<file path="config.mk">
export PLATFORM = sky130hd
export DESIGN_NAME = rss_sched
export DESIGN_NICKNAME = d
export VERILOG_FILES = /design/src/rtl/rss_sched.sv
export SDC_FILE = /design/constraint.sdc
export NUM_CORES = 1
export LEC_CHECK = 0
export CAP_MARGIN = 15
export CORE_AREA = 2 2 58 60
export DETAILED_ROUTE_END_ITERATION = 16
export DIE_AREA = 0 0 60 62
export PLACE_DENSITY = 0.75
export SYNTH_ARGS = -nofsm -noshare
export SYNTH_HDL_FRONTEND = slang
export SYNTH_SLANG_ARGS = --single-unit
</file>
<file path="constraint.sdc">
create_clock -name clk -period 5.2 [get_ports clk]
set_input_delay 1.3 -clock clk [delete_from_list [all_inputs] [get_ports clk]]
set_output_delay 1.3 -clock clk [all_outputs]
set_load 0.01 [all_outputs]
</file>
<file path="src/rtl/rss_sched.sv">
// rss_sched: entry-credit allocation and round-robin issue selection for the
// store/load reservation-station buffer. Allocation is all-or-nothing across
// three dispatch slots; issue grants up to ISSUE_MAX of four ready ports.
module rss_sched #(
  parameter int DEPTH     = 32,
  parameter int CNT_W     = 6,
  parameter int ISSUE_MAX = 2
) (
  input  logic             clk,
  input  logic             rst,
  input  logic             stall,
  input  logic             flush,
  input  logic [2:0]       alloc_req,
  output logic             newRsSelect0,
  output logic             newRsSelect1,
  output logic             newRsSelect2,
  output logic             alloc_stall,
  input  logic             portReady0,
  input  logic             portReady1,
  input  logic             portReady2,
  input  logic             portReady3,
  input  logic [3:0]       fu_busy,
  output logic             outRsSelect0,
  output logic             outRsSelect1,
  output logic             outRsSelect2,
  output logic             outRsSelect3,
  output logic [CNT_W-1:0] free_cnt,
  output logic             credit_err
);

  // Two extra bits hold the credit sum: one for headroom above DEPTH, one as a sign.
  localparam int SUM_W = CNT_W + 2;
  localparam logic [CNT_W-1:0] DEPTH_C = CNT_W'(DEPTH);
  localparam logic [SUM_W-1:0] DEPTH_S = SUM_W'(DEPTH);

  logic [CNT_W-1:0] free;
  logic [1:0]       rr;
  logic             errReg;

  logic [1:0]       nreq;
  logic             allocOk;
  logic [1:0]       nalloc;
  logic [2:0]       newSel;
  logic             stallOut;

  logic [3:0]       portReady;
  logic [3:0]       elig;
  logic [3:0]       grantVec;
  logic [2:0]       nissue;
  logic [1:0]       lastPort;
  logic [1:0]       scanPort;

  logic [SUM_W-1:0] creditSum;
  logic [CNT_W-1:0] freeNext;
  logic             satErr;

  assign nreq      = 2'(alloc_req[0]) + 2'(alloc_req[1]) + 2'(alloc_req[2]);
  assign allocOk   = (CNT_W'(nreq) <= free);
  assign portReady = {portReady3, portReady2, portReady1, portReady0};
  assign elig      = portReady & ~fu_busy & {4{~stall}};

  // All-or-nothing allocation against the credits registered last cycle.
  always_comb begin
    newSel   = 3'b000;
    nalloc   = 2'd0;
    stallOut = 1'b0;
    if (allocOk) begin
      newSel = alloc_req;
      nalloc = nreq;
    end else begin
      stallOut = (nreq != 2'd0);
    end
  end

  // Scan ports from rr with wraparound and take the first ISSUE_MAX eligible ones.
  always_comb begin
    grantVec = 4'b0000;
    nissue   = 3'd0;
    lastPort = rr;
    scanPort = rr;
    for (int k = 0; k < 4; k++) begin
      scanPort = rr + 2'(k);
      if (elig[scanPort] && (nissue < 3'(ISSUE_MAX))) begin
        grantVec[scanPort] = 1'b1;
        nissue             = nissue + 3'd1;
        lastPort           = scanPort;
      end
    end
  end

  // Next credit count with saturation to 0..DEPTH and an error flag when clipped.
  always_comb begin
    creditSum = SUM_W'(free) - SUM_W'(nalloc) + SUM_W'(nissue);
    freeNext  = creditSum[CNT_W-1:0];
    satErr    = 1'b0;
    if (creditSum[SUM_W-1]) begin
      freeNext = '0;
      satErr   = 1'b1;
    end else if (creditSum > DEPTH_S) begin
      freeNext = DEPTH_C;
      satErr   = 1'b1;
    end
  end

  // Credit, pointer and sticky error state; reset beats flush, flush leaves rr alone.
  always_ff @(posedge clk) begin
    if (rst) begin
      free   <= DEPTH_C;
      rr     <= 2'd0;
      errReg <= 1'b0;
    end else if (flush) begin
      free <= DEPTH_C;
    end else begin
      free <= freeNext;
      if (nissue != 3'd0) begin
        rr <= lastPort + 2'd1;
      end
      if (satErr) begin
        errReg <= 1'b1;
      end
    end
  end

  assign newRsSelect0 = newSel[0] & ~rst;
  assign newRsSelect1 = newSel[1] & ~rst;
  assign newRsSelect2 = newSel[2] & ~rst;
  assign alloc_stall  = stallOut & ~rst;
  assign outRsSelect0 = grantVec[0] & ~rst;
  assign outRsSelect1 = grantVec[1] & ~rst;
  assign outRsSelect2 = grantVec[2] & ~rst;
  assign outRsSelect3 = grantVec[3] & ~rst;
  assign free_cnt     = free;
  assign credit_err   = errReg;

endmodule

</file>
# After elaboration in Yosys (flattened, before gate mapping)
# Cells that the tools add are included.
dict set report classes {
  add_sub_neg 11
  magnitude_cmp 13
  mux 34
  reduce_logical 13
  bitwise_logic 17
}
# op count
set op_table {}
lappend op_table {{4-bit two-way mux} 4}
lappend op_table {{2-bit by 3-bit < comparator with 1-bit output, second input constant} 4}
lappend op_table {{1-bit two-way mux} 12}
lappend op_table {{3-bit two-way mux} 4}
lappend op_table {{6-bit two-way mux} 2}
lappend op_table {{4-bit OR} 3}
lappend op_table {{3-bit by 1-bit adder with 3-bit output, second input constant} 3}
lappend op_table {{3-bit by 2-bit < comparator with 1-bit output, second input constant} 3}
lappend op_table {{7-bit by 4-bit adder with 8-bit output} 1}
lappend op_table {{1-bit bitwise AND} 8}
lappend op_table {{4-bit bitwise AND} 2}
lappend op_table {{1-bit binary-select mux with 2-bit select} 4}
lappend op_table {{1-bit demux with 2-bit select} 4}
lappend op_table {{2-bit by 1-bit >= comparator with 1-bit output, second input constant} 4}
lappend op_table {{8-bit by 6-bit > comparator with 1-bit output, second input constant} 1}
lappend op_table {{2-bit two-way mux} 4}
lappend op_table {{1-bit logical AND} 7}
lappend op_table {{6-bit by 2-bit subtractor with 7-bit output} 1}
lappend op_table {{2-bit by 6-bit <= comparator with 1-bit output} 1}
lappend op_table {{2-bit by 1-bit adder with 2-bit output, second input constant} 2}
lappend op_table {{2-bit adder, second input constant} 2}
lappend op_table {{4-bit NOT} 1}
lappend op_table {{2-bit AND reduction} 2}
lappend op_table {{4-bit OR reduction} 1}
lappend op_table {{6 further kinds} 8}
dict set report word_totals {
  in_bits 15
  out_inout_bits 15
  wordCells 92
  register_bits 9
}

# Logic depth before layout (Yosys ltp)
# Gate-level depths: netlist of the first run.
dict set report depth {
  word_depth 20
  ltp_mapped 26
  depth_no_buf 25
}

# Worst setup path after synthesis of the first run
# Ideal clock, no wire load.
dict set report synth_path {
  path_kind {input-to-reg}
  from {input stall}
  to {register errReg (netlist: credit_err)}
  t_required_ns 5.083
  setup_time_ns 0.117
  slack_ns -0.228
  arrival_ns 5.311
  n_path_buf 0
  path_stages 18
  cell_sequence {or4b_1 > a21o_1 > nand2_1 > ha_1 > nor2_1 > a21o_1 > inv_1 > fa_1 > inv_1 > ha_1 > o21a_1 > ha_1 > a21oi_1 > o21ai_0 > or3_1 > a211o_1 > o311a_1 > a22o_1}
}
dict set report synth_via {
  elab_chain_cells 19
  elab_cells_between_ends 28
  classes_between {add/sub: 4; order compare: 4; mux: 14; bitwise: 2; reduce/logical: 4}
}
# element line
set synth_rtl {}
lappend synth_rtl {{start, declared} 11} ;# input logic stall,
lappend synth_rtl {{1-bit NOT *} 60} ;# assign elig = portReady & ~fu_busy & {4{~stall}};
lappend synth_rtl {{4-bit bitwise AND *} 60}
lappend synth_rtl {{1-bit binary-select mux with 2-bit select} 83} ;# if (elig[scanPort] && (nissue < 3'(ISSUE_MAX))) begin
lappend synth_rtl {{1-bit two-way mux (implied by the code)} 83}
lappend synth_rtl {{1-bit two-way mux} 83}
lappend synth_rtl {{3-bit by 2-bit < comparator with 1-bit output} 83}
lappend synth_rtl {{1-bit logical AND} 83}
lappend synth_rtl {{3-bit two-way mux} 83}
lappend synth_rtl {{[3 not listed]} --}
lappend synth_rtl {{3-bit by 2-bit < comparator with 1-bit output} 83}
lappend synth_rtl {{1-bit logical AND} 83}
lappend synth_rtl {{3-bit two-way mux *} 83}
lappend synth_rtl {{7-bit by 4-bit adder with 8-bit output *} 93} ;# creditSum = SUM_W'(free) - SUM_W'(nalloc) + SUM_W'(nissue);
lappend synth_rtl {{8-bit by 6-bit > comparator with 1-bit output} 99} ;# end else if (creditSum > DEPTH_S) begin
lappend synth_rtl {{1-bit two-way mux} 99}
lappend synth_rtl {{1-bit two-way mux *} 96} ;# if (creditSum[SUM_W-1]) begin
lappend synth_rtl {{2-bit AND reduction (no line) *} --}
lappend synth_rtl {{end signal, assigned} 110} ;# errReg <= 1'b0;
lappend synth_rtl {{end signal, assigned} 119} ;# errReg <= 1'b1;
lappend synth_rtl {{end, declared} 38} ;# logic errReg;
# Every way passes the cells marked *; elsewhere a longest branch is shown, timed or not. The select of a mux whose other input is x is not followed.
# A chain may end at the register's enable or synchronous reset.

# Worst setup path in the final report of the first run
dict set report layout_path {
  from {input fu_busy[1]}
  to {register errReg (netlist: credit_err)}
}
dict set report layout_via {
  elab_chain_cells 20
  elab_cells_between_ends 29
  classes_between {add/sub: 4; order compare: 4; mux: 14; bitwise: 3; reduce/logical: 4}
}
# element line
set layout_rtl {}
lappend layout_rtl {{start, declared} 22} ;# input logic [3:0] fu_busy,
lappend layout_rtl {{4-bit NOT *} 60}
lappend layout_rtl {{4-bit bitwise AND * (2 in a row)} 60}
lappend layout_rtl {{1-bit binary-select mux with 2-bit select} 83}
lappend layout_rtl {{1-bit two-way mux (implied by the code)} 83}
lappend layout_rtl {{1-bit two-way mux} 83}
lappend layout_rtl {{3-bit by 2-bit < comparator with 1-bit output} 83}
lappend layout_rtl {{1-bit logical AND} 83}
lappend layout_rtl {{3-bit two-way mux} 83}
lappend layout_rtl {{[3 not listed]} --}
lappend layout_rtl {{3-bit by 2-bit < comparator with 1-bit output} 83}
lappend layout_rtl {{1-bit logical AND} 83}
lappend layout_rtl {{3-bit two-way mux *} 83}
lappend layout_rtl {{7-bit by 4-bit adder with 8-bit output *} 93}
lappend layout_rtl {{8-bit by 6-bit > comparator with 1-bit output} 99}
lappend layout_rtl {{1-bit two-way mux} 99}
lappend layout_rtl {{1-bit two-way mux *} 96}
lappend layout_rtl {{2-bit AND reduction (no line) *} --}
# Marked as above.

==> out/qor.yml, run 1 <==
clock_latency_ps: 260
pre_cts_ws_ps: -755
holdPathEnd: "credit_err$_SDFFE_PP0P_"
cpMostUsedCell: "buf_6"
die_area_sq_um: 3720
rsz0062_at_grt: "yes"
dr_wl_met3_um: 296
min_period_over_period_pct: 102
die_w_um: 60
finalWorstSetupSlack_ps: -90.9
ir_worst_vdd_v: 0.000255
postRouteAntennaNets: 0
cellLeakagePower_uw: 0.00104
cts_hold_buf: 0
synthCells: 170
fin_crit_ps: 5290
portBuffers: 29
dp_hpwl_um: 3320
grt_pass1_wl_um: 6710
skew_ps: 9.24
worstHoldStart: "credit_err$_SDFFE_PP0P_"
r2r_slack_ps: 410
drcViolationCount: 0
min-delay-path-class: "register to register"
design_area_sq_um: 2280
fin_util_pct: 71.6
cts_tree: "yes"
gp_congestion: 0.810
io_pins: 30
viasPerCell: 5.67
wl_um: 4620
synth_edf_count: 0
setup_violations: 7
die_y_um: 62
slowest_delay_ps: 540
grt_pass1_vias: 1570
synth_flop_cell: "dfxtp_1"
rows: 21
reg2reg_to: "credit_err$_SDFFE_PP0P_"
grt_overflow_total: 0
fillers: 224
synth_cell_types: 49
cts_max_level: 1
cts_num_sinks: 9
crit_path_start: "fu_busy[1]"
wire_per_inst_um: 15.4
avgSynthCellArea_sq_um: 8.09
highest_layer: "met4"
worstPathArrival_ps: 5430
cp.required_ps: 5340
cp_cell_sequence: "buf_6 -> or4bb_4 -> buf_6 -> a211oi_4 -> a21o_1 -> inv_2 -> fa_2 -> buf_6 -> a31o_4 -> buf_6 -> inv_4 -> nor2_2 -> nor2_1 -> ha_2 -> inv_2 -> fa_2 -> nand2b_4 -> nand2_4 -> o211ai_1 -> xor2_1 -> o311a_4 -> a22o_1"
hold_viol: 0
violations: "setup timing"
cp_top_family: "compound AO/OA/AOI/OAI gates"
cp.depth: 22
drive_gt1_share_pct: 46.1
synth_nets: 207
r2r_cells: 25
root_buffer: "clkbuf_4"
crit_fanout: 6
worstMarginPinSlew_ps: 453
vias: 1702
ys_async_sr_fraction_pct: 0
drv_slew: 0
drtIter0Drc: 82
power_density_nw_per_um2: 672
ys_ff_latch: 9
synth_area_sq_um: 1380
cts.clk_slew.worst_paths_ps: 60
cts_buffers: 3
drt_first_pass_iters: 8
fin_nets: 292
slew_headroom_pct: 69.6
place_inst: 281
r2r-start: "rr[0]$_SDFFE_PP0P_"
initial_core_util_pct: 43.3
antenna_found_initial: 0
end_kind: "register"
grt_max_degree: 15
crit_buf_inv: 7
ys_seq_area_share_pct: 13.1
coreArea_sq_um: 3180
fmax_mhz: 189
syn_to_final_growth_pct: 65.6
wl_met1_um: 1730
yosys_warnings: 0
met2_length_um: 2460
worst_path_max_delay_cell: "or4bb_4"
status: "complete, but fails checks"
placed_area_sq_um: 2060
clk_path_buf_depth: 2
stdcell_count: 300
hold_depth: 1
grt_use_total_pct: 23.3
diodes: 0
drv_cap: 0
path_class: "input port to register"
cp-start-kind: "input port"
[report_power, final]
group | internal [uW] | switching, uW | total (uW)
logic | 674 | 675 | 1350
registers | 98.4 | 28.6 | 127
clock network | 29.5 | 24.5 | 54.0
total | 802 | 728 | 1530
[per-stage QoR]
| step | TNS, ps | power, uW | hold slack (ps) |
|---|---|---|---|
| 6_report | -371 | 1530 | 521 |
| 5_1_grt | -1740 | 1640 | 533 |
| 4_1_cts | 0 | 1330 | 518 |
| 3_5_place_dp | -7660 | 1210 | 505 |
| 3_3_place_gp | -5730 | 1140 | 469 |
| 2_1_floorplan | 0 | 782 | 522 |
[sequential cells by signal, summed over array words and instances (netlist names)]
| register | count |
|---|---|
| credit_err | 1 |
| free_cnt | 6 |
| rr | 2 |
[routing by layer]
| metal | global-route usage, % | vias to the layer above |
|---|---|---|
| li1 | - | 792 |
| met1 | 26.9 | 812 |
| met2 | 43.8 | 84 |
| met3 | 1.66 | 14 |
| met4 | 10.5 | 0 |
| met5 | 0 | - |
[final cells by class]
cell class                      instances  area, sq um  share of cell area [%]
Multi-Input combinational cell        137         1260                    55.3
Tap cell                               46         57.6                    2.53
Timing Repair Buffer                   84          677                    29.7
Sequential cell                         9          180                    7.91
Clock buffer                            4         26.3                    1.15
Inverter                               20         77.6                    3.41
[placed cells by master, fill, tap and decap left out, types with 3 or more instances in the layout]
master,netlist,layout
buf_6,1,9
buf_4,0,49
nand3_1,3,3
a21oi_1,12,9
a222oi_1,4,4
and3_1,3,3
a21oi_2,2,5
nand2_1,14,10
a21o_1,4,4
clkbuf_4,0,3
ha_1,18,14
nor3_2,0,4
inv_1,20,15
clkbuf_2,0,3
xor2_1,4,4
nor2_1,8,6
inv_2,0,4
buf_2,0,7
or4b_4,1,3
nor3_1,8,4
o211ai_1,3,3
fa_2,0,3
clkdlybuf4s50_1,0,14
or3_1,4,4
nand2_2,0,3
dfxtp_1,9,9
[synth_stat cells, drive strengths merged (2+ instances only)]
cell type	n	area share, %
nand2	14	3.8
ha	18	16
or4b	3	2.5
and2	2	0.91
o211ai	3	1.6
nor3b	2	1.1
a221oi	3	2.4
nor2	8	2.2
fa	4	5.8
inv	20	5.5
nand2b	3	1.4
or2	2	0.91
a21o	4	2.2
xor2	4	2.5
and3	3	1.4
dfxtp	9	13
or4bb	3	2.5
and3b	2	1.3
nor3	8	2.9
o21ai	4	1.5
buf	2	1.1
clkbuf	2	0.55
a21oi	14	5.6
xnor2	3	1.9
a211oi	3	3.3
nand3	3	1.1
or3	4	1.8
a222oi	4	2.9
[cell families after synthesis]
group	synth area share, %
compound gates	26.1
mux	0.819
simple gates	26.2
buf+inv	7.10
xor+xnor	4.46
fa+ha+maj	22.2
flops	13.1
[worst max-delay path by stage]
stage                                          to  slack [ps]
after global placement               outRsSelect1        -580
final                     credit_err$_SDFFE_PP0P_         -90
after global routing      credit_err$_SDFFE_PP0P_        -250
after detailed placement  credit_err$_SDFFE_PP0P_        -760
after floorplan           credit_err$_SDFFE_PP0P_          10
after CTS                            outRsSelect1           6
[repair_timing]
action | CTS | global route
setup endpoints to repair | 12 | 12
cloned | 0 | 0
gates resized for setup | 54 | 30
buffers inserted | 6 | 11
pin swaps | 28 | 42
Power figures use the tool's default switching activity.
==> run 2, diff against run 1 <==
Settings changed: SKIP_CTS_REPAIR_TIMING from default to 1.
==> out/qor.yml, run 2 (synthesis gave the netlist of run 1 again) <==
gp_congestion: 0.810  # unchanged
initial_core_util_pct: 43.3  # unchanged
end_kind: "register"
drt_first_pass_iters: 4  # -4
coreArea_sq_um: 3180  # unchanged
fillers: 244  # +8.9%
pre_cts_ws_ps: -755  # unchanged
grt_overflow_total: 0  # unchanged
worstHoldStart: "credit_err$_SDFFE_PP0P_"
wl_met1_um: 1620  # -6.2%
min_period_over_period_pct: 101  # -1.2 points
met2_length_um: 2310  # -6.2%
rows: 21  # unchanged
drv_cap: 0  # unchanged
die_area_sq_um: 3720  # unchanged
timing.hold.ws_ps: 519  # -1.46 ps
slew_headroom_pct: 72.5  # +3.0 points
crit_fanout: 7  # +1
power_density_nw_per_um2: 634  # -5.6%
hold_depth: 1  # unchanged
die_y_um: 62  # unchanged
diodes: 0  # unchanged
dr_wl_met3_um: 135  # -54%
cts_buffers: 3  # unchanged
drtIter0Drc: 89  # +8.5%
drive_gt1_share_pct: 38.3  # -7.8 points
setup_tns_ps: -29.7  # +341 ps
fin_crit_ps: 5230  # -61.1 ps
grt_max_degree: 15  # unchanged
worstPathArrival_ps: 5370  # -60 ps
clk_path_buf_depth: 2  # unchanged
die_w_um: 60  # unchanged
wl_um: 4140  # -10%
final_common_cell: "buf_4"
r2r_cells: 26  # +4.0%
io_pins: 30  # unchanged
skew_ps: 1.51  # -7.72 ps
dp_hpwl_um: 3320  # unchanged
grt_use_total_pct: 22.2  # -1.1 points
cts.clk_slew.worst_paths_ps: 60  # about the same
highest_layer: "met4"
fin_nets: 281  # -3.8%
cp-start-kind: "input port"
wire_per_inst_um: 14.3  # -6.8%
portBuffers: 29  # unchanged
viasPerCell: 5.48  # -3.4%
finalWorstSetupSlack_ps: -29.7  # +61.1 ps
setup_violations: 1  # -6
min-delay-path-class: "register to register"
drv_slew: 0  # unchanged
r2r-start: "rr[0]$_SDFFE_PP0P_"
power.total_uw: 1380  # -9.6%
largest_register_ff_count: 6  # unchanged
reg2reg_to: "credit_err$_SDFFE_PP0P_"
syn_to_final_growth_pct: 58.6
layout_common_cells: "43 x buf_4, 16 x inv_1, 15 x ha_1, 15 x clkdlybuf4s50_1, 10 x nand2_1"
path_class: "input port to register"
root_buffer: "clkbuf_4"
clock_latency_ps: 250  # about the same
cts_max_level: 1  # unchanged
antenna_found_initial: 0  # unchanged
r2r_slack_ps: 480  # +70 ps
violations: "setup timing"
cts_tree: "yes"
vias: 1584  # -6.9%
holdPathEnd: "credit_err$_SDFFE_PP0P_"
rsz0062_at_grt: "yes"
drcViolationCount: 0  # unchanged
worstMarginPinSlew_ps: 412  # -41.2 ps
grt_pass1_vias: 1516  # -3.4%
status: "complete, but fails checks"
fmax_mhz: 191  # +1.2%
hold_viol: 0  # unchanged
cp.required_ps: 5340  # about the same
cellLeakagePower_uw: 0.00104  # -0.21%
ir_worst_vdd_v: 0.000275  # +7.8%
cts_num_sinks: 9  # unchanged
postRouteAntennaNets: 0  # unchanged
grt_pass1_wl_um: 6360  # -5.1%
==> run 2: changes by cell type in the layout (fill, tap and decap cells not counted), moves of 2 or more <==
cell,delta
dlymetal6s2s_1,+7
nor3_2,-4
nor3b_2,-2
nor3b_1,+2
buf_6,-7
nor3_1,+4
clkbuf_2,+2
buf_4,-6
dlygate4sd2_1,-2
buf_2,-6
==> run 2: worst max-delay path, stage by stage <==
cell and delay, ps:
buf_2 130, or4b_4 550, buf_4 170, a211oi_4 210, a21o_1 150, inv_2 50
fa_2 370, nand2_2 90, a21oi_2 50, a31o_4 230, buf_6 130, inv_4 60
nor2_2 30, nor2_1 90, ha_2 210, inv_2 40, fa_2 360, buf_4 150
xor2_1 260, nand2b_1 130, a211o_1 250, o311a_4 140, a22o_1 210
==> run 2: worst max path at each step <==
stage                from  slack, ps  depth (start not counted)                       to
6_report            stall        -30                         23  credit_err$_SDFFE_PP0P_
3_5_place_dp        stall       -760                         25  credit_err$_SDFFE_PP0P_
5_1_grt        portReady2       -150                         25  credit_err$_SDFFE_PP0P_
4_1_cts             stall       -740                         15             outRsSelect0
3_3_place_gp        stall       -580                         15             outRsSelect1
2_1_floorplan       stall         10                         18  credit_err$_SDFFE_PP0P_
==> run 2: cell type report <==
type | instances | area [sq um] | share of cell area [%]
clock buffers | 4 | 26.3 | 1.20
inverters | 20 | 77.6 | 3.56
multi-input cells | 137 | 1230 | 56.2
flip-flops and latches | 9 | 180 | 8.26
well taps | 46 | 57.6 | 2.64
repair buffers | 73 | 613 | 28.1
==> run 2: where the power goes <==
group	total [uW]	leakage (uW)	switching (uW)	internal (uW)
Combinational	1210	0.000947	605	602
Clock	50.2	0.0000150	20.8	29.3
Sequential	126	0.0000738	27.7	98.5
Total	1380	0.00104	653	730
==> run 2: stage by stage <==
stage / std cells / cell area, sq um / utilization (%)
floorplan: 170 / 1440 / -
CTS: 285 / 2090 / 65.7
detailed placement: 281 / 2060 / 64.9
global placement: 281 / 2060 / 64.9
global route: 289 / 2180 / 68.6
finish: 289 / 2180 / 68.6
==> run 2: metal layers <==
layer | vias to the layer above | track usage, %
met3 | 10 | 1.45
li1 | 768 | -
met5 | - | 0
met4 | 0 | 7.30
met1 | 760 | 24.8
met2 | 46 | 44.1
==> run 3, diff against run 2 <==
Settings changed: CTS_CLUSTER_DIAMETER from default to 100.
==> results of run 3 <==
No change in the layout: final DEF, timing and power equal those of run 2.
